--- src/rtl/count_capture.sv ---
// Timestamp capture stage: latches COUNT on each EVENT rising edge into a small
// FIFO drained by a VALID/READY handshake, with a sticky overflow flag for drops.
module count_capture #(
    parameter int WIDTH = 4,
    parameter int DEPTH = 4
) (
    input  logic                   CLK,
    input  logic                   RESET,
    input  logic [WIDTH-1:0]       COUNT,
    input  logic                   EVENT,
    output logic [WIDTH-1:0]       O,
    output logic                   VALID,
    input  logic                   READY,
    output logic [$clog2(DEPTH):0] LEVEL,
    output logic                   OVERFLOW
);
    localparam int PW = $clog2(DEPTH);
    localparam int LW = PW + 1;

    logic [WIDTH-1:0] mem_q [DEPTH];
    logic [WIDTH-1:0] mem_d [DEPTH];
    logic [PW-1:0]    rd_ptr_q, rd_ptr_d;
    logic [PW-1:0]    wr_ptr_q, wr_ptr_d;
    logic [LW-1:0]    level_q, level_d;
    logic             ev_q, ev_d;
    logic             overflow_q, overflow_d;
    logic             cap, pop, push, drop, full;

    // A full FIFO still accepts a capture when the head leaves in the same cycle.
    assign cap  = EVENT & ~ev_q;
    assign full = (level_q == LW'(DEPTH));
    assign pop  = VALID & READY;
    assign push = cap & (~full | pop);
    assign drop = cap & full & ~pop;

    // NOTE: every always_comb output gets a default first, so no path leaves a latch.
    always_comb begin
        mem_d      = mem_q;
        rd_ptr_d   = rd_ptr_q;
        wr_ptr_d   = wr_ptr_q;
        level_d    = level_q;
        ev_d       = EVENT;
        overflow_d = overflow_q | drop;

        if (push) begin
            mem_d[wr_ptr_q] = COUNT;
            wr_ptr_d        = wr_ptr_q + PW'(1);
        end
        if (pop) begin
            rd_ptr_d = rd_ptr_q + PW'(1);
        end
        case ({push, pop})
            2'b10:   level_d = level_q + LW'(1);
            2'b01:   level_d = level_q - LW'(1);
            default: level_d = level_q;
        endcase
    end

    // NOTE: sequential state uses non-blocking assignments so all flops update together.
    always_ff @(posedge CLK) begin
        if (RESET) begin
            rd_ptr_q   <= '0;
            wr_ptr_q   <= '0;
            level_q    <= '0;
            overflow_q <= 1'b0;
            // An EVENT held high through reset must not look like a fresh edge.
            ev_q       <= EVENT;
        end else begin
            rd_ptr_q   <= rd_ptr_d;
            wr_ptr_q   <= wr_ptr_d;
            level_q    <= level_d;
            overflow_q <= overflow_d;
            ev_q       <= ev_d;
        end
    end

    // NOTE: storage is not reset; O is masked by VALID, so stale entries never escape.
    always_ff @(posedge CLK) begin
        mem_q <= mem_d;
    end

    assign VALID    = (level_q != '0);
    assign O        = VALID ? mem_q[rd_ptr_q] : '0;
    assign LEVEL    = level_q;
    assign OVERFLOW = overflow_q;

endmodule

--- config.mk ---
export PLATFORM = sky130hd
export DESIGN_NAME = count_capture
export DESIGN_NICKNAME = d
export VERILOG_FILES = /design/src/rtl/count_capture.sv
export SDC_FILE = /design/constraint.sdc
export NUM_CORES = 1
export LEC_CHECK = 0
export BUFFER_PORTS_ARGS = -buffer_cell sky130_fd_sc_hd__buf_2
export CAP_MARGIN = 20
export CELL_PAD_IN_SITES_DETAIL_PLACEMENT = 0
export CELL_PAD_IN_SITES_GLOBAL_PLACEMENT = 1
export CORE_ASPECT_RATIO = 0.75
export CORE_MARGIN = 4
export CORE_UTILIZATION = 30
export DETAILED_ROUTE_END_ITERATION = 8
export PLACE_DENSITY_LB_ADDON = 0.1
export SETUP_SLACK_MARGIN = 0.2
export SLEW_MARGIN = 5
export SYNTH_ARGS = -nofsm -noshare
export SYNTH_HDL_FRONTEND = slang
export SYNTH_SLANG_ARGS = --single-unit
--- constraint.sdc ---
create_clock -name CLK -period 6.8 [get_ports CLK]
set_clock_uncertainty 0.05 [all_clocks]
set_input_delay 0 -clock CLK [delete_from_list [all_inputs] [get_ports CLK]]
set_output_delay 0 -clock CLK [all_outputs]
set_load 0.01 [all_outputs]
== Word-level counts from Yosys, hierarchy flattened ==
Index checks and enable logic that the tools add are counted.

* Register bits after elaboration: 25
* Word-level logic and storage cells: 42
* Input port bits: 8
* Output and inout bits: 9

* Reductions and logical operators: 3
* Multiplexer cells: 8
* Bitwise logic cells: 12
* Add/sub/neg operators: 4
* Equal/unequal tests: 3
* Order comparisons: 3

{| class="wikitable"
|+ Operators with widths
! kind !! count
|-
| 16-bit bitwise mux || 1
|-
| 4-bit two-way mux || 4
|-
| 4-bit binary-select mux with 2-bit select || 1
|-
| 4-bit demux with 2-bit select || 1
|-
| 3-bit greater-or-equal comparator, second input constant || 2
|-
| 2-bit NOT with 3-bit output || 2
|-
| 3-bit one-hot mux with 2 select lines || 1
|-
| 1-bit AND || 5
|-
| 2-bit by 1-bit adder with 2-bit output, second input constant || 2
|-
| 3-bit by 1-bit adder with 3-bit output, second input constant || 1
|-
| 3-bit == test, second input constant || 1
|-
| 3-bit by 1-bit < comparator with 1-bit output, second input constant || 1
|-
| 1-bit NOT || 3
|-
| 3-bit nonzero test || 1
|-
| 3-bit by 1-bit subtractor with 3-bit output, second input constant || 1
|-
| 2-bit by 1-bit == test with 1-bit output, second input constant || 1
|-
| 2-bit == test, second input constant || 1
|-
| 1-bit OR || 2
|-
| 2-bit nonzero test || 1
|-
| 1-bit logical AND || 1
|}

== Depth between registers and ports, before layout ==
Gate-level depths: netlist (run 1).

* Depth in word-level cells: 6
* Depth in mapped cells: 9
* Mapped depth without buffers: 9

== Worst setup path after synthesis (run 1) ==
Ideal clock, no wire load.

* Kind: register -> register
* Start: register level_q[0] (netlist: LEVEL[0])
* End: register level_q[2] (netlist: LEVEL[2])
* Setup time: 0.070 ns
* Data required time: 6.680 ns
* Buffers on the path: 0
* Setup slack: 4.635 ns
* Stages on the path, launching flop included: 10
* Data arrival time: 2.045 ns
* Period minus slack after synthesis: 2.165 ns
* Cell sequence: dfxtp_1 > nor4b_4 > nor3b_4 > inv_1 > ha_1 > inv_1 > fa_1 > xor2_1 > or3_1 > a21oi_1

* Cells in the longest elaborated chain, start to end: 6
* Elaborated cells between the ends (all ways): 12

{| class="wikitable"
|+ RTL lines
! item !! RTL line !! source
|-
| start: declaration || 24 || <nowiki>logic [LW-1:0] level_q, level_d;</nowiki>
|-
| start signal: assignment || 71 || <nowiki>level_q <= level_d;</nowiki>
|-
| 3-bit nonzero test or 3-bit == test (tied branches) || 82, 31 ||
|-
| 1-bit AND or 1-bit NOT (tied branches) || 32, 33 ||
|-
| 1-bit OR || 33 || <nowiki>assign push = cap & (~full | pop);</nowiki>
|-
| 1-bit AND || 33 ||
|-
| 2-bit by 1-bit == test with 1-bit output or 2-bit == test (tied branches) || 52 || <nowiki>case ({push, pop})</nowiki>
|-
| 3-bit one-hot mux with 2 select lines or 2-bit nonzero test (tied branches) || n/a ||
|}

Several ways; a longest one is shown, not always the timed one.
A chain may end at the register's enable or synchronous reset.

== Final worst setup path (run 1) ==
Same ends and word-level chain as after synthesis.

==> out/qor.yml, run 1 <==
placement:
  gp_congestion: 0.779
  io_buffers: 16
  dpl.hpwl_um: 1420
  dpl.cell_count: 145
sta:
  min_period_over_period: 0.334
  clock.fmax_mhz: 440
  layout_min_cycle_time_ns: 2.27
  worst_pin_slew_ns: 0.510
  setup_tns_ns: 0
  drv_slew: 0
  rsz0062_at_grt: "no"
  finalHoldViolations: 0
  setup_viol_count_final: 0
  slew_headroom: 0.658
synthesis:
  synth_seq_cells: 25
  yosys_most_used_dff: "edfxtp_1"
  syn_nets: 95
  syn_avg_cell_area_sq_um: 13.9
  synth-async-reset-ratio: 0
  synth_cells: 81
  yosysSeqAreaShare: 0.588
  synth_edf_count: 16
  ys_types: 24
  netlist_area_sq_mm: 0.00112
  ys_warn_count: 0
route:
  dr.first_iter.drc_count: 22
  num_vias: 652
  vias_per_cell: 4.21
  drt-total-wl_um: 1920
  antenna_left: 0
  route.detailed.drc: 0
  wl_per_cell_um: 12.4
  first_pass_iters: 3
floorplanning:
  die_w_um: 78.7
  core_sq_mm: 0.00345
  core.rowCount: 18
  die_area_sq_mm: 0.00480
  initial_utilization: 0.326
  io_pins: 17
  fp.dieH_um: 61
clock_tree:
  ctsRootBufferMaster: "clkbuf_8"
  cts_sinks: 25
  htree_levels: 1
  clkLatencyLatePin_ns: 0.26
  cts_buffer_depth: 2
  cts_tree: "yes"
  post_cts_resized: 0
  cts_buffers: 3
  clkTransAtPathRegs_ns: 0.08
power:
  leakage_nw: 0.514
  powerDensity_mw_per_mm2: 307
  vdd_ir_drop_max_mv: 0.181
setup_path:
  end_kind: "flop"
  crit_type: "flop to flop"
  cp_max_fo: 7
  startpoint_type: "flop"
  worstPathArrival_ns: 2.42
  crit_required_ns: 6.95
finish:
  antenna_cells: 0
  drive_gt1_frac: 0.257
  stdcell_count: 155
  syn_to_final_growth_pct: 21.3
  nets: 120
global_routing:
  antenna_found_initial: 0
  grt_pass1_wl_um: 3310
  grt-ovfl-total: 0
  grt_start_max_net_pins: 14
  grt_use_total: 0.0938
  grt_pass1_vias: 691
job:
  max-cap-violations: 0
worst_hold_path:
  min_path_type: "input pin to flop"
status:
  outcome: "complete, no violations"
-- where the power goes --
part | switching [W] | internal [W] | leakage, nW
combinational | 0.0000679 | 0.0000661 | 0.273
sequential | 0.0000244 | 0.000175 | 0.219
clock | 0.0000432 | 0.0000418 | 0.0228
total | 0.000136 | 0.000283 | 0.514
-- cells by family (layout without fill, tap and decap cells) --
group / after synthesis / after routing / share of synthesized area
compound gates: 7 / 7 / 0.0345
xor+xnor: 3 / 3 / 0.0234
mux: 6 / 6 / 0.102
fa+ha+maj: 6 / 6 / 0.0735
simple gates: 23 / 23 / 0.140
flops: 25 / 25 / 0.588
buf+inv: 11 / 35 / 0.0379
-- synth_stat cells (2+ instances only) --
cell type,number,area [sq um]
edfxtp_1,16,480
a21oi_1,3,15.0
xor2_1,3,26.3
nor2b_1,4,25.0
o21ai_0,2,10.0
or3_1,2,12.5
nand2b_1,2,12.5
nor2_1,7,26.3
mux4_2,4,90.1
and2_1,4,25.0
dfxtp_1,9,180
inv_1,9,33.8
ha_1,5,62.6
-- final timing paths --
check	from	endpoint	slack, ns	cells after the start
worst max-delay path	LEVEL[0]	LEVEL[2]	4.53	9
worst min-delay path	READY	rd_ptr_q[1]	0.09	4
worst max register to register	LEVEL[0]	LEVEL[2]	4.53	9
worst min register to register	OVERFLOW	OVERFLOW	0.43	2
-- per-layer routing --
metal	track usage	wire length, um	vias up
li1	-	-	330
met2	0.158	887	10
met4	0.0150	13	0
met5	0	0	-
met3	0.0415	110	2
met1	0.115	907	310
-- registers in the layout (all words and copies together) (netlist names) --
name	flops
OVERFLOW	1
mem_q	16
LEVEL	3
rd_ptr_q	2
ev_q	1
wr_ptr_q	2
-- final cells by class --
cell class                 count  area [sq um]
fill                         336          2080
sequential                    25           661
multi-input combinational     45           420
timing repair buffer          22           140
tap                           50          62.6
clock buffer                   4          45.0
inverter                       9          33.8
-- critical path: stages (launching register included) --
cell and delay (ns):
dfxtp_1 0.39, nor4b_4 0.39, nor3b_4 0.11, inv_1 0.08, ha_1 0.17, inv_1 0.06
fa_1 0.37, xor2_1 0.15, or3_1 0.30, a21oi_1 0.14
-- stage by stage --
step / power [W] / setup WS [ns] / hold WS (ns) / cell area, sq um / utilization
3_5_place_dp: 0.000339 / 4.53 / 0.0873 / 1260 / 0.365
5_1_grt: 0.000455 / 4.39 / 0.0932 / 1360 / 0.395
6_report: 0.000418 / 4.53 / 0.0931 / 1360 / 0.395
2_1_floorplan: 0.000292 / 4.64 / -0.0223 / 1120 / -
3_3_place_gp: 0.000337 / 4.59 / 0.0852 / 1260 / 0.365
4_1_cts: 0.000428 / 4.51 / 0.0830 / 1360 / 0.395
-- repair_timing --
item | CTS | global route
endpoints found under the hold margin | 23 | 0
endpoints found under the setup margin | 0 | 0
hold buffers | 6 | 0
setup buffers | 0 | 0
-- layout by cell type, fill, tap and decap left out, types with 2 or more instances in the layout --
cell           count
and2_1             4
or3_1              2
dlygate4sd3_1      6
nor2b_1            4
ha_1               5
mux4_2             4
a21oi_1            3
dfxtp_1            9
edfxtp_1          16
inv_1              9
nand2b_1           2
buf_2             16
o21ai_0            2
clkbuf_8           3
nor2_1             7
xor2_1             3
Note: power is estimated with default switching activity, not from simulation.
==> inputs of run 2 (changes only) <==
==> constraint.sdc (replaced) <==
create_clock -name CLK -period 2.15 [get_ports CLK]
set_clock_uncertainty 0.05 [all_clocks]
set_input_delay 0 -clock CLK [delete_from_list [all_inputs] [get_ports CLK]]
set_output_delay 0 -clock CLK [all_outputs]
set_load 0.01 [all_outputs]
==> run 2 against run 1 <==
Net effect:
- global-route usage increased by 0.22 points
- total power rose to 3.4 times the previous value
- worst setup slack lost 4.4 ns
- maximum frequency grew 10%
- die area unchanged
- cell count up 4.5%
- routed wire length rose by 2.9%
- non-clock buffer count increased by 7
- design area rose by 6.0%
- clock power grew to 3.2 times the previous value
- sequential power increased to 3.1 times the previous value
- clock-buffer cell count did not move
- largest power group unchanged
- highest routed layer unchanged
==> out/qor.yml, run 2 (same netlist as run 1, synthesis figures left out) <==
global_routing:
  grt_pass1_wl_um: 3420
  busiest_layer: "met2"
  grtUsageMet1: 0.126
  grt-ovfl-total: 0
  grt_start_max_net_pins: 14
  antenna_found_initial: 0
  grt_use_total: 0.0961
  grtUsageMet2: 0.149
  grt_pass1_vias: 687
  use_met3: 0.0326
setup_path:
  crit_chain: "nor4b_4 -> nor3b_4 -> inv_1 -> ha_2 -> inv_2 -> fa_2 -> xor2_1 -> or3_1 -> a21oi_2"
  startpoint_type: "flop"
  crit_required_ns: 2.31
  worstPathArrival_ns: 2.21
  cp_top_family: "simple AND/OR/NAND/NOR gates"
  cp.buffers_inverters: 2
  crit_type: "flop to flop"
  crit_slowest_cell: "dfxtp_2"
  cpPeakStageDelay_ns: 0.34
  end_kind: "flop"
  cp_max_fo: 2
sta:
  hold_ws_ns: 0.0653
  finalHoldViolations: 0
  clock.fmax_mhz: 486
  setup_viol_count_final: 0
  setup_tns_ns: 0
  layout_min_cycle_time_ns: 2.06
  drv_slew: 0
  slew_headroom: 0.704
  worst_pin_slew_ns: 0.442
  rsz0062_at_grt: "yes"
  min_period_over_period: 0.956
status:
  outcome: "complete, no violations"
route:
  wl_per_cell_um: 12.2
  antenna_left: 0
  route.detailed.drc: 0
  drt-total-wl_um: 1970
  num_vias: 682
  first_pass_iters: 2
  vias_per_cell: 4.21
  dr.first_iter.drc_count: 33
clock_tree:
  clkTransAtPathRegs_ns: 0.08
  cts_buffer_depth: 2
  htree_levels: 1
  clkLatencyLatePin_ns: 0.27
  ctsRootBufferMaster: "clkbuf_8"
  cts_sinks: 25
  cts_buffers: 3
  cts_tree: "yes"
finish:
  fillerInstances: 340
  antenna_cells: 0
  top_register: "mem_q"
  stdcell_count: 162
  final_cell_mix: "buf_2, edfxtp_1, inv_1"
  fin_util: 0.419
  drive_gt1_frac: 0.375
  nets: 127
  syn_to_final_growth_pct: 28.5
  largest_reg_flops: 16
floorplanning:
  die_area_sq_mm: 0.00480
  core_sq_mm: 0.00345
  core.rowCount: 18
  initial_utilization: 0.326
  fp.dieH_um: 61
  die_w_um: 78.7
  io_pins: 17
placement:
  dpl.hpwl_um: 1500
  dpl.cell_count: 148
  gp_congestion: 0.687
  io_buffers: 16
power:
  leakage_nw: 0.551
  powerDensity_mw_per_mm2: 977
  p_total_w: 0.00141
  vdd_ir_drop_max_mv: 0.312
job:
  max-cap-violations: 0
worst_hold_path:
  min_path_type: "input pin to flop"
run 2: layout make-up:
class                      count  area, sq um  area share
clock buffer                   4         45.0      0.0312
inverter                       9         33.8      0.0234
multi-input combinational     45          443       0.307
sequential                    25          667       0.462
tap                           50         62.6      0.0433
timing repair buffer          29          193       0.133
run 2: worst register-to-register path: stages (launching register included):
cell     delay, ns
dfxtp_2       0.34
nor4b_4       0.34
nor3b_4       0.07
inv_1         0.06
ha_2          0.18
inv_2         0.04
fa_2          0.32
xor2_1        0.15
or3_1         0.32
a21oi_2       0.11
run 2: metrics by stage:
stage / instance area (sq um) / setup WS, ns
floorplan: 1130 / 0.0955
global placement: 1290 / 0.0743
detailed placement: 1290 / 0.0225
CTS: 1420 / 0.0735
global route: 1440 / -0.0149
finish: 1440 / 0.0943
run 2: repair_timing:
item / 4_1_cts / 5_1_grt
setup buffers: 2 / 2
endpoints found under the hold margin: 23 / 0
pin swaps: 3 / 2
setup endpoints to repair: 2 / 2
hold buffers: 6 / 0
gates resized for setup: 1 / 3
run 2: path summary, 6_finish.rpt:
kind | start | depth (start not counted) | slack, ns | to
setup / recovery | LEVEL[0] | 9 | 0.09 | LEVEL[2]
hold / removal | READY | 4 | 0.07 | rd_ptr_q[0]
setup reg to reg | LEVEL[0] | 9 | 0.09 | LEVEL[2]
hold reg to reg | OVERFLOW | 2 | 0.42 | OVERFLOW
run 2: routing by layer:
layer | wire length [um] | part of all wire | vias up
met5 | 0 | 0 | -
met4 | 27 | 0.014 | 0
met3 | 99 | 0.050 | 4
met2 | 883 | 0.45 | 12
met1 | 963 | 0.49 | 322
li1 | - | - | 344
run 2: power breakdown:
part           total, W  internal, W  switching [W]
clock          0.000274     0.000132       0.000142
combinational  0.000517     0.000262       0.000255
sequential     0.000619     0.000561      0.0000585
